--- src/rtl/instruction_fetch_unit_if.sv ---
// Fetch-unit bus: instruction-memory request/response, branch redirect and the decode channel.
// master = fetch unit, slave = memory/branch/decode side.
interface instruction_fetch_unit_if;
  logic        imem_req_valid;
  logic        imem_req_ready;
  logic [31:0] imem_req_addr;
  logic        imem_rsp_valid;
  logic [31:0] imem_rsp_data;
  logic        redirect_valid;
  logic [31:0] redirect_target;
  logic        inst_valid;
  logic        inst_ready;
  logic [31:0] inst_data;
  logic [31:0] inst_pc;

  modport master (
    output imem_req_valid, imem_req_addr, inst_valid, inst_data, inst_pc,
    input  imem_req_ready, imem_rsp_valid, imem_rsp_data, redirect_valid, redirect_target,
           inst_ready
  );

  modport slave (
    input  imem_req_valid, imem_req_addr, inst_valid, inst_data, inst_pc,
    output imem_req_ready, imem_rsp_valid, imem_rsp_data, redirect_valid, redirect_target,
           inst_ready
  );
endinterface

--- src/rtl/instruction_fetch_unit.sv ---
// Sequential instruction fetch: owns the fetch PC, issues credit-limited word reads,
// buffers in-order responses with their PCs and hands {inst, pc} to decode.
module instruction_fetch_unit #(
  parameter logic [31:0] RESET_PC   = 32'h0000_0000,
  parameter int          FIFO_DEPTH = 2
) (
  input  logic                            clk,
  input  logic                            rst_n,
  instruction_fetch_unit_if.master        bus,
  output logic                            dbg_flushing
);

  localparam int PW = $clog2(FIFO_DEPTH);
  localparam int CW = PW + 1;

  typedef enum logic {FETCH = 1'b0, FLUSH = 1'b1} state_t;

  state_t        state;
  logic          running;
  logic [31:0]   fetch_pc;
  logic [CW-1:0] outstanding;
  logic [CW-1:0] fifo_count;
  logic [CW-1:0] drop_cnt;
  logic [PW-1:0] fifo_rd, fifo_wr, tag_rd, tag_wr;
  logic [31:0]   fifo_data [FIFO_DEPTH];
  logic [31:0]   fifo_pc   [FIFO_DEPTH];
  logic [31:0]   tag_pc    [FIFO_DEPTH];

  logic          pop, accept, push, dropping, req_valid;
  logic [CW:0]   load;

  // Handshakes: a transfer happens on a cycle where valid && ready; valid never waits on
  // ready, and payload holds while valid && !ready (a redirect may withdraw a request).
  // The buffer slot freed by this cycle's decode pop counts as credit, allowing full rate.
  assign pop       = (fifo_count != '0) && bus.inst_ready;
  assign load      = {1'b0, outstanding} + {1'b0, fifo_count} - (CW+1)'(pop);
  assign req_valid = running && (state == FETCH) && !bus.redirect_valid &&
                     (load < (CW+1)'(FIFO_DEPTH));
  assign accept    = req_valid && bus.imem_req_ready;
  assign dropping  = bus.imem_rsp_valid && (drop_cnt != '0);
  assign push      = bus.imem_rsp_valid && (drop_cnt == '0) && !bus.redirect_valid;

  assign bus.imem_req_valid = req_valid;
  assign bus.imem_req_addr  = fetch_pc;
  assign bus.inst_valid     = (fifo_count != '0);
  assign bus.inst_data      = fifo_data[fifo_rd];
  assign bus.inst_pc        = fifo_pc[fifo_rd];
  assign dbg_flushing       = (state == FLUSH);

  always_ff @(posedge clk or negedge rst_n) begin
    if (!rst_n) begin
      state       <= FETCH;
      running     <= 1'b0;
      fetch_pc    <= RESET_PC;
      outstanding <= '0;
      fifo_count  <= '0;
      drop_cnt    <= '0;
      fifo_rd     <= '0;
      fifo_wr     <= '0;
      tag_rd      <= '0;
      tag_wr      <= '0;
      for (int i = 0; i < FIFO_DEPTH; i++) begin
        fifo_data[i] <= '0;
        fifo_pc[i]   <= '0;
        tag_pc[i]    <= '0;
      end
    end else begin
      running     <= 1'b1;
      outstanding <= outstanding + CW'(accept) - CW'(bus.imem_rsp_valid);
      if (accept) begin
        tag_pc[tag_wr] <= fetch_pc;
        tag_wr         <= tag_wr + PW'(1);
      end
      if (bus.imem_rsp_valid) tag_rd <= tag_rd + PW'(1);

      if (bus.redirect_valid) begin
        // Everything still in flight after this cycle is stale and must be discarded.
        fetch_pc   <= bus.redirect_target & 32'hFFFF_FFFC;
        fifo_count <= '0;
        fifo_rd    <= '0;
        fifo_wr    <= '0;
        drop_cnt   <= outstanding - CW'(bus.imem_rsp_valid);
        state      <= (outstanding != CW'(bus.imem_rsp_valid)) ? FLUSH : FETCH;
      end else begin
        if (accept) fetch_pc <= fetch_pc + 32'd4;
        if (push) begin
          fifo_data[fifo_wr] <= bus.imem_rsp_data;
          fifo_pc[fifo_wr]   <= tag_pc[tag_rd];
          fifo_wr            <= fifo_wr + PW'(1);
        end
        if (pop) fifo_rd <= fifo_rd + PW'(1);
        fifo_count <= fifo_count + CW'(push) - CW'(pop);
        if (dropping) begin
          drop_cnt <= drop_cnt - CW'(1);
          if (drop_cnt == CW'(1)) state <= FETCH;
        end
      end
    end
  end

endmodule

--- src/flat_wrapper.sv ---
// flat-port wrapper written by rule: the top's interface ports become plain ports
module instruction_fetch_unit_flat 
#(
  parameter logic [31:0] RESET_PC   = 32'h0000_0000,
  parameter int          FIFO_DEPTH = 2
)
  (clk, rst_n, dbg_flushing, bus_imem_req_valid, bus_imem_req_addr, bus_inst_valid, bus_inst_data, bus_inst_pc, bus_imem_req_ready, bus_imem_rsp_valid, bus_imem_rsp_data, bus_redirect_valid, bus_redirect_target, bus_inst_ready);
  instruction_fetch_unit_if bus_i ();
  input  logic clk;
  input  logic rst_n;
  output logic dbg_flushing;
  output wire logic [$bits(bus_i.imem_req_valid)-1:0] bus_imem_req_valid;
  output wire logic [$bits(bus_i.imem_req_addr)-1:0] bus_imem_req_addr;
  output wire logic [$bits(bus_i.inst_valid)-1:0] bus_inst_valid;
  output wire logic [$bits(bus_i.inst_data)-1:0] bus_inst_data;
  output wire logic [$bits(bus_i.inst_pc)-1:0] bus_inst_pc;
  input wire logic [$bits(bus_i.imem_req_ready)-1:0] bus_imem_req_ready;
  input wire logic [$bits(bus_i.imem_rsp_valid)-1:0] bus_imem_rsp_valid;
  input wire logic [$bits(bus_i.imem_rsp_data)-1:0] bus_imem_rsp_data;
  input wire logic [$bits(bus_i.redirect_valid)-1:0] bus_redirect_valid;
  input wire logic [$bits(bus_i.redirect_target)-1:0] bus_redirect_target;
  input wire logic [$bits(bus_i.inst_ready)-1:0] bus_inst_ready;
  assign bus_imem_req_valid = bus_i.imem_req_valid;
  assign bus_imem_req_addr = bus_i.imem_req_addr;
  assign bus_inst_valid = bus_i.inst_valid;
  assign bus_inst_data = bus_i.inst_data;
  assign bus_inst_pc = bus_i.inst_pc;
  assign bus_i.imem_req_ready = bus_imem_req_ready;
  assign bus_i.imem_rsp_valid = bus_imem_rsp_valid;
  assign bus_i.imem_rsp_data = bus_imem_rsp_data;
  assign bus_i.redirect_valid = bus_redirect_valid;
  assign bus_i.redirect_target = bus_redirect_target;
  assign bus_i.inst_ready = bus_inst_ready;
  instruction_fetch_unit #(.RESET_PC(RESET_PC), .FIFO_DEPTH(FIFO_DEPTH)) u_core (.clk(clk), .rst_n(rst_n), .bus(bus_i), .dbg_flushing(dbg_flushing));
endmodule
--- config.mk ---
export PLATFORM = sky130hd
export DESIGN_NAME = instruction_fetch_unit_flat
export DESIGN_NICKNAME = d
export VERILOG_FILES = /design/src/rtl/instruction_fetch_unit_if.sv /design/src/rtl/instruction_fetch_unit.sv /design/src/flat_wrapper.sv
export SDC_FILE = /design/constraint.sdc
export NUM_CORES = 1
export LEC_CHECK = 0
export ABC_AREA = 1
export CORE_MARGIN = 10
export CORE_UTILIZATION = 29
export CTS_CLUSTER_SIZE = 30
export DETAILED_ROUTE_END_ITERATION = 16
export GPL_TIMING_DRIVEN = 0
export PLACE_DENSITY_LB_ADDON = 0.15
export SLEW_MARGIN = 20
export SYNTH_ARGS = -nofsm -noshare
export SYNTH_HDL_FRONTEND = slang
export SYNTH_SLANG_ARGS = --single-unit
--- constraint.sdc ---
create_clock -name clk -period 2.25 [get_ports clk]
set_input_delay 0.45 -clock clk [delete_from_list [all_inputs] [get_ports clk]]
set_output_delay 0.45 -clock clk [all_outputs]
set_load 0.05 [all_outputs]
==> impl_results.md, run 1 <==
* Fin. max-slew vios at 0
* Synthesized flop and latch total at 226
* Largest delay share family, worst path: adder cells
* Most common cell in the synthesized netlist: nand2_1
* Top Metal Used: met4
* Met1 WL at 16690 um
* Setup TNS at -29660 ps
* Post-layout worst setup margin at -613.0 ps
* Largest family of logic cells by synthesized area: simple AND/OR/NAND/NOR gates
* Max H-tree Level at 1
* Leak at 7.787 nW
* CTS tree: built
* Layout cells sized above 1 at 0.2800
* Cell-internal power at 11.55 mW
* PwrDens at 1266 nW/um2
* Clock sink count at 226
* Syn avg cell area at 8.005 um2
* Reg2reg start: u_core.fifo_count[0]$_DFF_PN0_
* DRC at 0
* Top cells by area, synth: dfrtp_1 52%, nand2_1 18%, o21ai_0 6.4%, inv_1 4.6%, nand3_1 3.6%
* First-pass GRT wire length at 57440 um
* Final std cells w/o fill at 2075
* Multiplexer share of the synthesized area at 0.03131
* Final core utilization at 0.4325
* Ant diodes at 0
* Max Clk Rate at 0.3493 GHz
* EDFF count, synth at 0
* Post-DP Area at 13160 um2
* Distinct cells, synth at 31
* Routed via count at 9604
* Final period util at 1.272
* CP startpoint: u_core.fifo_count[0]$_DFF_PN0_
* Final WL at 36870 um
* Worst path slowest cell: fa_2
* Row count at 70
* DR vias/cell at 4.628
* Final setup fails at 94
* Overall Global Routing Usage at 0.1608
* Core footprint at 36700 um2
* Worst min path class: in2async
* Vias in the first global route at 9844
* Post-synthesis simple-gate area fraction at 0.2449
* Total gr overflow at 0
* Final hold slack at 443.1 ps
* Filler cell count at 3623
* Met2 WL post-DR at 17620 um
* Metal3 WL at 1979 um
* Final number of hold-violating endpoints at 0
* Die H at 212.9 um
* Largest net degree at the start of global routing at 92
* Clock share of power at 0.240
* I/O pins at 169
* Crit path DAT at 2410 ps
* Peak VDD IR at 0.7295 mV
* Critical path buffers and inverters at 4
* TritonCTS buffer count at 28
* Post-Place Cells at 1983
* Minimum clock period at 2863 ps
* Initial antenna violation count at 0
* Nets at 1664
* Post-synthesis adder-cell area fraction at 0.01113
* Crit. End Element: output port
* R2R Setup Slk at -440 ps
* Violated checks: negative setup slack
* FF-to-FF path depth at 18
* Slew Limit Headroom at 0.4961
* Most frequent cells after synthesis: 531 x nand2_1, 226 x dfrtp_1, 137 x o21ai_0, 133 x inv_1, 77 x nand3_1
* Root Driver: clkbuf_16
* Async S/R FF share, synth at 1.000
* Initial Utilization at 0.2940
* Yosys warns at 0
* Clock Latency Late Sink at 540 ps
* Area share of the leading cell type in the synthesized netlist at 0.5241
* Crit-path max FO at 3
* Tot Pwr at 20.09 mW
* Dpl ws at -1240 ps
* Unrepaired setup endpoints after global routing: yes
* CP Class: reg2out
* Sequential fraction of the synthesis area at 0.5241
* Synthesized area at 10790 um2
* DP HPWL at 25760 um
* DR pass1 iterations at 5
* Sequential fraction of design power at 0.309
* Xor/xnor share of the synthesized area at 0.01125
* Post-route ant nets at 0
* Routability cong. at 0.8220
* Switch share at 0.4252
* CP Data Required Time at 1800 ps
* Die width at 212.9 um
* Initial DRC count at 498
* Worst-margin pin slew at 755.8 ps
* Clock Tree Buf Depth at 3
* MaxCap Viol Count at 0
* Critical path depth at 12
* CP peak stage delay at 530 ps
* Yosys top cell by area: dfrtp_1
* Status: complete, but fails checks
* Post-synth top flop: dfrtp_1
* Reg-to-reg endpoint: u_core.tag_pc[54]$_DFFE_PN0P_
* Logic pwr share at 0.452
* Fin area at 15870 um2
* Worst clock skew at 12.72 ps
* Port Buf Inserts at 162
* Synth Area in Compound Gates at 0.09416
* Die area at 45320 um2
* CP cell instances: inv_2 -> nand2_8 -> nand2_8 -> inv_4 -> nor2_4 -> o21ai_2 -> fa_2 -> nand2_2 -> nor3_4 -> nand2_2 -> clkinvlp_4 -> buf_8
* Net Sw Power at 8.543 mW
* DR WL/cell at 17.77 um
* Critical Path Source Type: flop
* Synth Instances at 1348
* Area growth, synth to finish at 47.10%
* Clock-pin slew on the worst setup and hold paths at 60 ps
[registers in the layout (all words and copies together) (netlist names)]
name / count
u_core.dbg_flushing: 1
u_core.fifo_rd: 1
u_core.tag_rd: 1
u_core.fifo_pc: 60
u_core.fifo_data: 64
u_core.outstanding: 2
u_core.tag_wr: 1
u_core.fifo_wr: 1
u_core.fifo_count: 2
u_core.bus.imem_req_addr: 30
u_core.tag_pc: 60
u_core.drop_cnt: 2
u_core.running: 1
[kinds of logic (layout without fill, tap and decap cells)]
kind of cell,after synthesis,count (layout)
muxes,30,30
xor gates and xnor gates,13,13
other,2,5
AOI/OAI and AO/OA,202,202
buffers and inverters,205,459
adders and majority gates,9,9
and+or+nand+nor,661,663
DFF,226,226
[cell usage in the layout, fill, tap and decap left out, drive strengths merged]
cell	netlist	layout
conb	2	5
nor3	2	2
clkdlybuf4s50	0	66
bufinv	0	3
buf	47	154
dlygate4sd3	0	1
mux2	30	30
o311ai	1	1
xnor2	2	2
o22ai	1	1
clkbuf	23	62
dfrtp	226	226
a21oi	1	1
fa	1	1
and2	2	2
inv	133	132
clkinv	2	8
xor2	11	11
clkinvlp	0	2
o21ai	199	199
ha	8	8
nand2	534	536
nor2	45	45
nand3	78	78
dlygate4sd2	0	31
[final cells by class]
class | instances | area, um2 | area share
Multi-Input combinational cell | 922 | 5238 | 0.3300
Timing Repair Buffer | 202 | 2231 | 0.1405
Tap cell | 468 | 585.6 | 0.03689
Sequential cell | 226 | 5657 | 0.3564
Buffer | 70 | 625.6 | 0.03941
Inverter | 135 | 530.5 | 0.03342
Clock inverter | 10 | 131.4 | 0.008277
Clock buffer | 42 | 874.6 | 0.05510
[layer usage]
metal,global-route usage,up-vias
met5,0,-
met4,0.03176,0
met3,0.03211,38
met2,0.2622,177
met1,0.2168,4683
li1,-,4706
[worst max path at each step]
stage | slack [ps] | endpoint
finish | -610 | bus_imem_req_valid
global route | -710 | bus_imem_req_valid
CTS | -690 | bus_imem_req_valid
detailed placement | -1240 | bus_imem_req_valid
global placement | -9620 | u_core.fifo_data[50]$_DFFE_PN0P_
floorplan | -160 | u_core.outstanding[1]$_DFF_PN0_
[power groups by stage]
stage	clock network [mW]	logic, mW	registers [mW]
floorplan	0	5.11	6.30
detailed placement	0	8.20	6.15
finish	4.81	9.08	6.20
global route	5.10	9.83	6.37
global placement	0	8.17	6.13
CTS	4.93	8.75	6.12
[what timing repair did]
action | in CTS | in global routing
resized for setup | 652 | 167
endpoints found under the hold margin | 57 | 0
hold buffers | 1 | 0
buffers inserted | 25 | 5
pin swaps | 24 | 25
endpoints found under the setup margin | 188 | 179
gates cloned | 12 | 3
Power figures use the tool's default switching activity.
==> run 2: changes to the inputs <==
--- a/config.mk
+++ b/config.mk
@@ -6,12 +6,13 @@
 export NUM_CORES = 1
 export LEC_CHECK = 0
 export ABC_AREA = 1
-export CORE_MARGIN = 10
+export CORE_MARGIN = 2
 export CORE_UTILIZATION = 29
 export CTS_CLUSTER_SIZE = 30
 export DETAILED_ROUTE_END_ITERATION = 16
 export GPL_TIMING_DRIVEN = 0
 export PLACE_DENSITY_LB_ADDON = 0.15
+export SETUP_SLACK_MARGIN = 0.5
 export SLEW_MARGIN = 20
 export SYNTH_ARGS = -nofsm -noshare
 export SYNTH_HDL_FRONTEND = slang
==> run 2 against run 1 <==
The flow still finishes with violations (negative setup slack). Cell area up 11%. Worst hold slack lost 50 ps. Count of clock-buffer cells in the layout unchanged. Register-to-register slack lost 80 ps. Power increased by 12%. Critical path type unchanged. Largest power group unchanged.
==> impl_results.md, run 2 (synthesized netlist as in run 1, its figures left out) <==
* Status: complete, but fails checks
* Violated checks: negative setup slack
* Worst-margin pin slew at 716.7 ps (-39.12 ps)
* Initial DRC count at 573 (+15%)
* Routed via count at 9730 (+1.3%)
* Final WL at 35130 um (-4.7%)
* Minimum clock period at 2864 ps (+1.022 ps)
* Clock-pin slew on the worst setup and hold paths at 60 ps (about the same)
* Peak VDD IR at 0.6618 mV (-9.3%)
* Largest net degree at the start of global routing at 70 (-24%)
* GRT met1 Usage at 0.2502 (+0.03340)
* Commonest non-fill, non-tap cells in the layout: 356 x nand2_1, 212 x dfrtp_1, 124 x inv_1
* Core footprint at 36610 um2 (-0.24%)
* Biggest regs: u_core.fifo_data (64), u_core.fifo_pc (60), u_core.tag_pc (60)
* Max reg flops at 64 (unchanged)
* Die H at 196.9 um (-7.5%)
* Slew Limit Headroom at 0.5222 (+0.02608)
* Met3 usage at 0.02447 (-0.007642)
* Ant diodes at 0 (unchanged)
* Commonest non-fill, non-tap cell in the layout: nand2_1
* Switch share at 0.4185 (-0.006753)
* Post-layout worst setup margin at -614.0 ps (-1.022 ps)
* Clock share of power at 0.194 (-0.046)
* Worst clock skew at 17.16 ps (+4.437 ps)
* Filler cell count at 3506 (-3.2%)
* Root Driver: clkbuf_16
* CP Class: reg2out
* Overall Global Routing Usage at 0.1766 (+0.01581)
* DR pass1 iterations at 5 (unchanged)
* Crit-path max FO at 2 (-1)
* Fin. max-slew vios at 0 (unchanged)
* CTS tree: built
* FF-to-FF path depth at 16 (-2)
* Cell-internal power at 13.08 mW (+13%)
* Reg-to-reg endpoint: u_core.tag_pc[47]$_DFFE_PN0P_
* Vias in the first global route at 9820 (-0.24%)
* Routability cong. at 0.8570 (+4.3%)
* Most Crowded Layer GR: met2
* Area growth, synth to finish at 63.59%
* Unrepaired setup endpoints after global routing: yes
* Row count at 70 (unchanged)
* Die width at 196.9 um (-7.5%)
* R2R Setup Slk at -520 ps (-80 ps)
* Multi-input logic area at 6076 um2 (+16%)
* DP HPWL at 23020 um (-11%)
* Final core utilization at 0.4822 (+0.04963)
* DR vias/cell at 4.596 (-0.70%)
* Sequential fraction of design power at 0.285 (-0.024)
* Max H-tree Level at 1 (unchanged)
* Leak at 8.657 nW (+11%)
* Final number of hold-violating endpoints at 0 (unchanged)
* I/O pins at 169 (unchanged)
* Routing usage on met2 at 0.2844 (+0.02214)
* Worst path slowest cell: fa_2
* DRC at 0 (unchanged)
* Total gr overflow at 0 (unchanged)
* CP cell instances: inv_2 -> buf_6 -> ha_4 -> fa_2 -> nand2_2 -> nor3_4 -> nand2_2 -> clkinvlp_4 -> buf_8
* Logic pwr share at 0.521 (+0.069)
* TritonCTS buffer count at 27 (-3.6%)
* Crit. End Element: output port
* Worst min path class: in2async
* Clock sink count at 226 (unchanged)
* Clock Tree Buf Depth at 3 (unchanged)
* CP Data Required Time at 1800 ps (about the same)
* MaxCap Viol Count at 0 (unchanged)
* Crit path DAT at 2410 ps (about the same)
* Die area at 38770 um2 (-14%)
* Final period util at 1.273 (about the same)
* Critical Path Source Type: flop
* Setup TNS at -47800 ps (-18140 ps)
* Nets at 1709 (+2.7%)
* DR WL/cell at 16.60 um (-6.6%)
* Flip-flop and latch area at 5673 um2 (+0.29%)
* CP peak stage delay at 570 ps (+40 ps)
* Net Sw Power at 9.413 mW (+10%)
* Clock Latency Late Sink at 530 ps (about the same)
* First-pass GRT wire length at 53990 um (-6.0%)
* Final hold slack at 393.2 ps (-49.85 ps)
* Post-route ant nets at 0 (unchanged)
* Largest register by flop count: u_core.fifo_data
* Max Clk Rate at 0.3492 GHz (about the same)
* Initial Utilization at 0.2947 (+0.0007034)
* Reg2reg start: u_core.fifo_count[1]$_DFF_PN0_
* Port Buf Inserts at 162 (unchanged)
* Final setup fails at 152 (+62%)
* Initial antenna violation count at 0 (unchanged)
* Layout cells sized above 1 at 0.3984 (+0.1184)
* PwrDens at 1274 nW/um2 (+0.68%)
* Cell mode on critical path: nand2_2
## run 2: cell types whose count changed in the layout (fill, tap and decap cells not counted), sizes merged
cell / previous run / this run
buf: 154 / 197
clkbuf: 62 / 96
dlygate4sd2: 31 / 1
clkinv: 8 / 3
bufinv: 3 / 2
clkdlybuf4s50: 66 / 65
clkinvlp: 2 / 3
inv: 132 / 133
## run 2: worst max path at each step
stage | end | slack, ps | cells after the start | from
floorplan | u_core.outstanding[1]$_DFF_PN0_ | -160 | 15 | u_core.fifo_count[1]$_DFF_PN0_
global placement | u_core.fifo_data[40]$_DFFE_PN0P_ | -9440 | 1 | rst_n
detailed placement | bus_imem_req_valid | -1280 | 10 | bus_inst_ready
CTS | bus_imem_req_valid | -690 | 12 | u_core.fifo_count[0]$_DFF_PN0_
global route | bus_imem_req_valid | -730 | 9 | u_core.fifo_count[1]$_DFF_PN0_
finish | bus_imem_req_valid | -610 | 9 | u_core.fifo_count[1]$_DFF_PN0_
## run 2: cell type report
| cell class | instances | area share |
|---|---|---|
| plain buffers | 70 | 0.04522 |
| clock buffers | 42 | 0.04544 |
| clock inverters | 6 | 0.005033 |
| inverters | 135 | 0.03005 |
| multi-input cells | 922 | 0.3442 |
| flip-flops and latches | 226 | 0.3214 |
| well taps | 468 | 0.03317 |
| repair buffers | 248 | 0.1755 |
## run 2: critical path, delay by kind of cell, from the launching register on
kind / cells / cell delay (ps)
adder cells (fa/ha/maj): 2 / 760
buffers and inverters: 4 / 450
flip-flops: 1 / 390
AND/OR/NAND/NOR: 3 / 290
## run 2: timing repair
action                                  in CTS  in global routing
endpoints found under the setup margin     313                319
gates resized for setup                    757                413
pin swaps                                   38                 66
buffers inserted                            45                 15
hold buffers                                 1                  0
endpoints found under the hold margin       34                  0
gates cloned                                13                 11
## run 2: power groups by stage
| stage | clock (mW) | sequential, mW | combinational (mW) |
|---|---|---|---|
| 6_report | 4.37 | 6.40 | 11.7 |
| 5_1_grt | 4.66 | 6.57 | 12.5 |
| 4_1_cts | 4.49 | 6.19 | 10.7 |
| 3_5_place_dp | 0 | 6.14 | 8.40 |
| 3_3_place_gp | 0 | 6.14 | 8.31 |
| 2_1_floorplan | 0 | 6.30 | 5.41 |
## run 2: routing by layer
metal / part of all wire / vias up
li1: - / 4813
met1: 0.47 / 4670
met2: 0.48 / 199
met3: 0.036 / 48
met4: 0.021 / 0
met5: 0 / -
## run 2: metrics by stage
step	instances	power, mW	setup slack [ps]	instance area, um2
after floorplan	1351	11.71	-155.3	11090
after global placement	1981	14.45	-9442	13290
after detailed placement	1984	14.54	-1280	13380
after CTS	2091	21.33	-689.1	16260
after global routing	2117	23.72	-730.2	17650
final	2117	22.49	-614.0	17650
==> run 3: changes to the inputs <==
--- a/config.mk
+++ b/config.mk
@@ -6,6 +6,7 @@
 export NUM_CORES = 1
 export LEC_CHECK = 0
 export ABC_AREA = 1
+export CORE_ASPECT_RATIO = 1.2
 export CORE_MARGIN = 2
 export CORE_UTILIZATION = 29
 export CTS_CLUSTER_SIZE = 30
==> run 3 against run 2 <==
The run still ends with negative setup slack left. Global-route usage is essentially flat. Combinational power shrank 4%. Worst hold slack gained 85 ps. First-iteration DRC count shrank 23%. Via count grew 1.3%. Cell area shrank 1.5%. Non-clock buffer count grew 6. Routed wire length grew 0.73%. Power shrank 0.78%. Critical path depth shrank 1. Largest cell class unchanged.
==> impl_results.md, run 3 (synthesized netlist as in run 1, its figures left out) <==
* Slew Limit Headroom at 0.4919 (-0.03031)
* Setup TNS at -46820 ps (+976.3 ps)
* Worst min path class: in2async
* Max reg flops at 64 (unchanged)
* CTS tree: built
* Post-Place Cells at 1989 (+0.25%)
* Row count at 77 (+10%)
* Critical Path Source Type: flop
* Clock Latency Late Sink at 540 ps (about the same)
* Largest register by flop count: u_core.fifo_data
* First-pass GRT wire length at 54370 um (+0.70%)
* DR WL/cell at 16.63 um (+0.21%)
* Final core utilization at 0.4725 (-0.009698)
* Clock Tree Buf Depth at 3 (unchanged)
* Initial DRC count at 443 (-23%)
* MaxCap Viol Count at 0 (unchanged)
* Die width at 180.1 um (-8.5%)
* Initial Utilization at 0.2932 (-0.001543)
* Core footprint at 36800 um2 (+0.53%)
* Max H-tree Level at 1 (unchanged)
* Routability cong. at 0.9141 (+6.7%)
* R2R Setup Slk at -490 ps (+30 ps)
* Minimum clock period at 2856 ps (-7.532 ps)
* CP Data Required Time at 1800 ps (about the same)
* Final hold slack at 478.5 ps (+85.32 ps)
* Final std cells w/o fill at 2128 (+0.52%)
* Port Buf Inserts at 162 (unchanged)
* Initial antenna violation count at 0 (unchanged)
* Largest delay share family, worst path: adder cells
* Final period util at 1.270 (-0.003348)
* Tot Pwr at 22.32 mW (-0.78%)
* Crit path DAT at 2410 ps (about the same)
* Reg2reg start: u_core.fifo_count[1]$_DFF_PN0_
* Commonest non-fill, non-tap cells in the layout: 345 x nand2_1, 211 x dfrtp_1, 123 x inv_1
* Biggest regs: u_core.fifo_data (64), u_core.fifo_pc (60), u_core.tag_pc (60)
* TritonCTS buffer count at 26 (-3.7%)
* Final WL at 35390 um (+0.73%)
* DRC at 0 (unchanged)
* Final number of hold-violating endpoints at 0 (unchanged)
* Leak at 8.617 nW (-0.46%)
* Clock sink count at 226 (unchanged)
* Area growth, synth to finish at 61.14%
* CP startpoint: u_core.fifo_count[1]$_DFF_PN0_
* Critical path buffers and inverters at 3 (-1)
* Violated checks: negative setup slack
* Crit-path max FO at 2 (unchanged)
* Nets at 1714 (+0.29%)
* Worst-margin pin slew at 762.2 ps (+45.47 ps)
* Overall Global Routing Usage at 0.1762 (-0.0004432)
* Status: complete, but fails checks
* DR vias/cell at 4.631 (+0.75%)
* DR pass1 iterations at 5 (unchanged)
* Die H at 215.3 um (+9.4%)
* Largest net degree at the start of global routing at 89 (+27%)
* Vias in the first global route at 9680 (-1.4%)
* Fin. max-slew vios at 0 (unchanged)
* Commonest non-fill, non-tap cell in the layout: nand2_1
* Post-layout worst setup margin at -606.5 ps (+7.532 ps)
* Max Clk Rate at 0.3501 GHz (+0.26%)
* Post-DP Area at 13360 um2 (-0.15%)
* Dpl ws at -1268 ps (+11.71 ps)
* Fin area at 17390 um2 (-1.5%)
* Post-route ant nets at 0 (unchanged)
* Cell mode on critical path: nand2_2
* Routed via count at 9854 (+1.3%)
* Root Driver: clkbuf_16
* Final setup fails at 153 (+0.66%)
* Worst path slowest cell: fa_2
* Total gr overflow at 0 (unchanged)
* Die area at 38770 um2 (about the same)
* Peak VDD IR at 0.5782 mV (-13%)
* Ant diodes at 0 (unchanged)
* Clock-pin slew on the worst setup and hold paths at 60 ps (about the same)
* CP cell instances: inv_2 -> ha_1 -> fa_2 -> nand2_2 -> nor3_4 -> nand2_2 -> clkinvlp_4 -> buf_8
* DP HPWL at 22700 um (-1.4%)
* Layout cells sized above 1 at 0.3984 (about the same)
* Unrepaired setup endpoints after global routing: yes
* PwrDens at 1284 nW/um2 (+0.73%)
* CP peak stage delay at 570 ps (about the same)
* Worst clock skew at 13.57 ps (-3.591 ps)
* Crit. End Element: output port
* I/O pins at 169 (unchanged)
* CP Class: reg2out
run 3: changes by cell type in the layout (fill, tap and decap cells not counted), sizes merged, moves of 2 or more:
cell,before,now
inv,133,131
buf,197,207
clkbuf,96,86
clkinv,3,8
bufinv,2,4
run 3: metal layers:
layer | GRT usage | up-vias | routed length (um)
met5 | 0 | - | 0
met4 | 0.06989 | 0 | 1140
met3 | 0.02508 | 56 | 1581
met2 | 0.2918 | 230 | 17380
met1 | 0.2326 | 4753 | 15290
li1 | - | 4815 | -
run 3: final cells by class:
type,count,area (um2)
clock inverter,11,165.2
fill,3555,19410
multi-input combinational,922,5844
clock buffer,36,789.5
timing repair buffer,254,3033
sequential,226,5674
buffer,70,749.5
tap,474,593.1
inverter,135,539.3
run 3: path summary, 6_finish.rpt:
path	endpoint	depth (start not counted)
max in group asynchronous	u_core.fifo_data[11]$_DFFE_PN0P_	4
min in group clk	u_core.fifo_pc[29]$_DFFE_PN0P_	2
setup reg to reg	u_core.outstanding[1]$_DFF_PN0_	17
hold / removal	u_core.fifo_pc[37]$_DFFE_PN0P_	2
setup / recovery	bus_imem_req_valid	8
hold reg to reg	u_core.fifo_pc[29]$_DFFE_PN0P_	2
run 3: repair_timing:
item | 4_1_cts | 5_1_grt
cloned | 11 | 8
hold buffers | 1 | 0
buffers inserted | 43 | 29
resized for setup | 659 | 498
hold endpoints to repair | 65 | 0
endpoints found under the setup margin | 311 | 393
pin swaps | 27 | 51
run 3: where the power goes:
group / switching (mW) / internal (mW)
Combinational: 6.48 / 4.74
Sequential: 1.02 / 5.38
Clock: 1.79 / 2.90
Total: 9.30 / 13.0
